$ cat config.mk
export PLATFORM = sky130hd
export DESIGN_NAME = param_sequence_detector
export DESIGN_NICKNAME = d
export VERILOG_FILES = /design/src/rtl/seq_det_pkg.sv /design/src/rtl/seq_det_sat_counter.sv /design/src/rtl/param_sequence_detector.sv
export SDC_FILE = /design/constraint.sdc
export NUM_CORES = 1
export LEC_CHECK = 0
export BUFFER_PORTS_ARGS = -buffer_cell sky130_fd_sc_hd__buf_2
export CELL_PAD_IN_SITES_DETAIL_PLACEMENT = 0
export CELL_PAD_IN_SITES_GLOBAL_PLACEMENT = 1
export CORE_AREA = 2 2 39 41
export DETAILED_ROUTE_END_ITERATION = 8
export DIE_AREA = 0 0 41 43
export GPL_ROUTABILITY_DRIVEN = 0
export PLACE_DENSITY_LB_ADDON = 0.05
export SLEW_MARGIN = 20
export SYNTH_ARGS = -nofsm -noshare
export SYNTH_HDL_FRONTEND = slang
export SYNTH_HIERARCHICAL = 1
export SYNTH_SLANG_ARGS = --single-unit
$ cat constraint.sdc
create_clock -name clk -period 2.4 [get_ports clk]
set_input_delay 0.24 -clock clk [delete_from_list [all_inputs] [get_ports clk]]
set_output_delay 0.24 -clock clk [all_outputs]
set_load 0.01 [all_outputs]
$ cat src/rtl/seq_det_pkg.sv
`default_nettype none
// ============================================================================
// Module   : seq_det_pkg
// Purpose  : Limits and constant functions that build the KMP next-state
//            table for param_sequence_detector.
// Revision : 1.0  initial release
// ============================================================================
package seq_det_pkg;

    localparam int SEQ_DET_MAX_LEN   = 16;
    localparam int SEQ_DET_MAX_CNT_W = 32;
    localparam int SEQ_DET_IDX_W     = 4;

    // i-th bit in arrival order (pattern is MSB first)
    function automatic logic seq_det_bit_f(input logic [SEQ_DET_MAX_LEN-1:0] pattern,
                                           input int len, input int i);
        return pattern[SEQ_DET_IDX_W'(len - 1 - i)];
    endfunction

    function automatic int seq_det_fail_f(input logic [SEQ_DET_MAX_LEN-1:0] pattern,
                                          input int len, input int idx);
        int   res;
        logic ok;
        res = 0;
        for (int k = 1; k < idx; k++) begin
            ok = 1'b1;
            for (int j = 0; j < k; j++) begin
                if (seq_det_bit_f(pattern, len, j) != seq_det_bit_f(pattern, len, idx - k + j))
                    ok = 1'b0;
            end
            if (ok) res = k;
        end
        return res;
    endfunction

    function automatic int seq_det_next_f(input logic [SEQ_DET_MAX_LEN-1:0] pattern,
                                          input int len, input int st,
                                          input logic bit_in, input logic overlap);
        logic [SEQ_DET_MAX_LEN-1:0] s;
        int   n;
        int   res;
        logic ok;
        s = '0;
        for (int i = 0; i < st; i++)
            s[SEQ_DET_IDX_W'(i)] = seq_det_bit_f(pattern, len, i);
        s[SEQ_DET_IDX_W'(st)] = bit_in;
        n = st + 1;
        if (n == len && bit_in == seq_det_bit_f(pattern, len, st))
            return overlap ? seq_det_fail_f(pattern, len, len) : 0;
        res = 0;
        for (int k = 1; k <= n; k++) begin
            if (k < len) begin
                ok = 1'b1;
                for (int j = 0; j < k; j++) begin
                    if (s[SEQ_DET_IDX_W'(n - k + j)] != seq_det_bit_f(pattern, len, j))
                        ok = 1'b0;
                end
                if (ok) res = k;
            end
        end
        return res;
    endfunction

endpackage
`default_nettype wire

$ cat src/rtl/seq_det_sat_counter.sv
`default_nettype none
// ============================================================================
// Module   : seq_det_sat_counter
// Purpose  : Saturating event counter with synchronous clear.
// Revision : 1.0  initial release
// ============================================================================
module seq_det_sat_counter #(
    parameter int CNT_W = 8
) (
    input  logic             clk,
    input  logic             reset,
    input  logic             clear,
    input  logic             inc,
    output logic [CNT_W-1:0] count
);

    logic [CNT_W-1:0] r_count;

    always_ff @(posedge clk or negedge reset) begin
        if (!reset) begin
            r_count <= '0;
        end else if (clear) begin
            r_count <= '0;
        end else if (inc && (r_count != {CNT_W{1'b1}})) begin
            r_count <= r_count + 1'b1;
        end
    end

    assign count = r_count;

endmodule
`default_nettype wire

$ cat src/rtl/param_sequence_detector.sv
`default_nettype none
// ============================================================================
// Module   : param_sequence_detector
// Purpose  : Parametrised serial pattern detector (KMP automaton); the match
//            counter exists only when PARAM_SEQ_DET_COUNT_EN is defined.
// Revision : 1.0  initial release
// ============================================================================
module param_sequence_detector
    import seq_det_pkg::*;
#(
    parameter int               SEQ_LEN = 4,
    parameter logic [SEQ_LEN-1:0] PATTERN = 4'b0110,
    parameter int               OVERLAP = 1,
    parameter int               CNT_W   = 8
) (
    input  logic             clk,
    input  logic             reset,
    input  logic             clear,
    input  logic             en,
    input  logic             data_in,
    output logic             detected,
    output logic [CNT_W-1:0] match_count
);

    localparam int c_st_w  = (SEQ_LEN > 1) ? $clog2(SEQ_LEN) : 1;
    localparam int c_tbl_n = 2 ** (c_st_w + 1);
    localparam logic [SEQ_DET_MAX_LEN-1:0] c_pat = SEQ_DET_MAX_LEN'(PATTERN);

    if (SEQ_LEN < 2 || SEQ_LEN > SEQ_DET_MAX_LEN) begin : g_bad_len
        $error("param_sequence_detector: SEQ_LEN out of range 2..16");
    end
    if (CNT_W < 1 || CNT_W > SEQ_DET_MAX_CNT_W) begin : g_bad_cnt_w
        $error("param_sequence_detector: CNT_W out of range 1..32");
    end

    logic [c_st_w-1:0] w_next_tbl [c_tbl_n];
    logic [c_st_w-1:0] r_st;
    logic [c_st_w-1:0] w_st_next;
    logic              r_detected;
    logic              w_complete;
    logic              w_inc;

    // Table entry {state, bit}; rows beyond SEQ_LEN-1 are unreachable.
    for (genvar gi = 0; gi < c_tbl_n; gi++) begin : g_tbl
        if ((gi / 2) < SEQ_LEN) begin : g_live
            assign w_next_tbl[gi] = c_st_w'(seq_det_next_f(c_pat, SEQ_LEN, gi / 2,
                                                           (gi % 2) == 1, OVERLAP != 0));
        end else begin : g_pad
            assign w_next_tbl[gi] = '0;
        end
    end

    assign w_complete = (r_st == c_st_w'(SEQ_LEN - 1)) && (data_in == PATTERN[0]);
    assign w_inc      = en && !clear && w_complete;

    always_ff @(posedge clk or negedge reset) begin
        if (!reset) begin
            r_st       <= '0;
            r_detected <= 1'b0;
        end else begin
            r_st       <= w_st_next;
            r_detected <= w_inc;
        end
    end

    always_comb begin
        w_st_next = r_st;
        if (clear) begin
            w_st_next = '0;
        end else if (en) begin
            w_st_next = w_next_tbl[{r_st, data_in}];
        end
    end

    assign detected = r_detected;

`ifdef PARAM_SEQ_DET_COUNT_EN
    seq_det_sat_counter #(
        .CNT_W (CNT_W)
    ) u_counter (
        .clk   (clk),
        .reset (reset),
        .clear (clear),
        .inc   (w_inc),
        .count (match_count)
    );
`else
    assign match_count = '0;
`endif

endmodule
`default_nettype wire

==> results.sh <==
export IMPL_grt_max_degree=6
export IMPL_grt_ovfl_total=0
export IMPL_critPathKind="reg2reg"
export IMPL_status="completed"
export IMPL_critPathMaxFanout=5
export IMPL_critPathArrivalTime_ps=1090
export IMPL_clock_skew_ps=0.903
export IMPL_vdd_drop_max_mv=0.136
export IMPL_rsz0062_at_grt="no"
export IMPL_min_period_over_period=0.402
export IMPL_ff2ff_setup_slack_ps=1440
export IMPL_ios=14
export IMPL_slowest_delay_ps=410
export IMPL_hold_ws_ps=196
export IMPL_routed_wl_um=390
export IMPL_drc=0
export IMPL_htreeDepth=1
export IMPL_yosysUniqueCellTypes=9
export IMPL_end_kind="register"
export IMPL_wl_per_cell_um=8.48
export IMPL_crit_start="r_st[0]"
export IMPL_portBuffers=5
export IMPL_vias=153
export IMPL_p_total_uw=161
export IMPL_vias_per_cell=3.33
export IMPL_hold_path_startpoint="clear"
export IMPL_fin_nets=36
export IMPL_grt_usage=0.0562
export IMPL_yosysSeqAreaShare=0.377
export IMPL_grt_use_met2=0.0813
export IMPL_cts_root_buf="clkbuf_4"
export IMPL_path_clk_slew_ps=40
export IMPL_top_usage_layer="met2"
export IMPL_syn_inst=21
export IMPL_synth_area_um2=199
export IMPL_cts_tree="built"
export IMPL_path_cells="nand2b_1, a311oi_1"
export IMPL_crit_path_start_kind="register"
export IMPL_r2r_start="r_st[0]"
export IMPL_setup_viol=0
export IMPL_yosysTopAreaCell="dfrtp_1"
export IMPL_die_area_um2=1760
export IMPL_synth_top_area_frac=0.377
export IMPL_firstDrtPassIters=2
export IMPL_worst_path_max_delay_cell="dfrtp_1"
export IMPL_core_um2=1380
export IMPL_grt_pass1_wl_um=607
export IMPL_synth_seq_cells=3
export IMPL_cts_made_buffers=3
export IMPL_cts_buffer_depth=2
export IMPL_hold_class="in2reg"
export IMPL_layout_drive_gt1_share=0.267
export IMPL_ys_warn_count=6
export IMPL_placed_cells=41
export IMPL_first_iter_violations=3
export IMPL_drtAntennaViolNets=0
export IMPL_finalSetupTns_ps=0
export IMPL_clk_latency_ps=230
export IMPL_fp_dieH_um=43
export IMPL_n_antenna_cell=0
export IMPL_core_rowCount=14
export IMPL_max_freq_mhz=1040
export IMPL_area_growth_pct=23.9
export IMPL_synthTopCellsByArea="dfrtp_1, buf_4, nand4b_1"
export IMPL_antenna_found_initial=0
export IMPL_finalCriticalPeriod_ps=964
export IMPL_start_util=0.144
export IMPL_hold_viol=0
export IMPL_die_x_um=41
export IMPL_p_leak_nw=0.118
export IMPL_cap_violations=0
export IMPL_fin_cells=46
export IMPL_required_ps=2520
export IMPL_p_per_area_nw_per_um2=652
export IMPL_grtUsageMet3=0.0157
export IMPL_postSynthAreaPerCell_um2=9.47
export IMPL_grt_use_met1=0.0482
export IMPL_clock_sinks=3
export IMPL_drv_slew=0
export IMPL_grt_pass1_vias=171
-- cells by family after synthesis --
group,Yosys count,share of synthesized area
AND/OR/NAND/NOR,7,0.226
AO/OA/AOI/OAI,2,0.0755
flip-flops,3,0.377
buffers and inverters,8,0.302
other,1,0.0188
-- synthesized netlist by cell type (all sizes together) --
cell type  number
nand3b          1
conb            1
nand2b          2
dfrtp           3
nand4b          2
a311oi          1
buf             8
nor2            2
a31oi           1
-- routing by layer --
metal / share of wire / vias to the layer above
met5: 0 / -
met2: 0.59 / 4
li1: - / 74
met1: 0.37 / 75
met4: 0 / 0
met3: 0.038 / 0
-- what timing repair did --
action	CTS	global route
hold buffers	1	0
setup buffers	0	0
hold endpoints to repair	3	0
gates resized for setup	0	0
-- sequential cells by signal, summed over array words and instances (netlist names) --
register / flops
r_st: 2
detected: 1
-- critical path: cells and delay by family (launching register included) --
| kind | cells | cell delay (ps) |
|---|---|---|
| AO/OA/AOI/OAI | 1 | 290 |
| flip-flops | 1 | 410 |
| AND/OR/NAND/NOR | 1 | 160 |
-- power breakdown --
group / switching [mW] / internal, mW / total, mW
clock network: 0.0263 / 0.0623 / 0.0886
logic: 0.0108 / 0.00630 / 0.0171
registers: 0.00222 / 0.0527 / 0.0549
-- metrics by stage --
step,area [um^2],worst slack (ps),util
2_1_floorplan,225,1550,-
6_report,246,1440,0.178
3_3_place_gp,210,1460,0.152
3_5_place_dp,210,1470,0.152
5_1_grt,246,1390,0.178
4_1_cts,246,1430,0.178
-- layout make-up --
class                   instances  area [um^2]
well taps                      16         20.0
repair buffers                  6         35.0
flip-flops and latches          3         75.1
multi-input cells              17         90.1
fillers                       174         1140
clock buffers                   4         26.3
-- cells in the final DEF (no fill, tap or decap) --
cell | synthesis | layout
clkbuf_4 | 0 | 3
nand3b_1 | 1 | 1
dfrtp_1 | 3 | 3
a311oi_1 | 1 | 1
buf_2 | 0 | 5
clkbuf_1 | 0 | 1
conb_1 | 1 | 8
a31oi_1 | 1 | 1
nand2b_1 | 2 | 2
nor2_1 | 2 | 2
dlygate4sd3_1 | 0 | 1
nand4b_1 | 2 | 2
-- worst paths after layout --
kind / end / cells after the start
max: r_st[0] / 2
min: r_st[0] / 2
max reg2reg: r_st[0] / 2
min reg2reg: detected / 2
max in group asynchronous: r_st[1] / 2
min in group asynchronous: r_st[0] / 2
(Power assumes the default switching activity.)
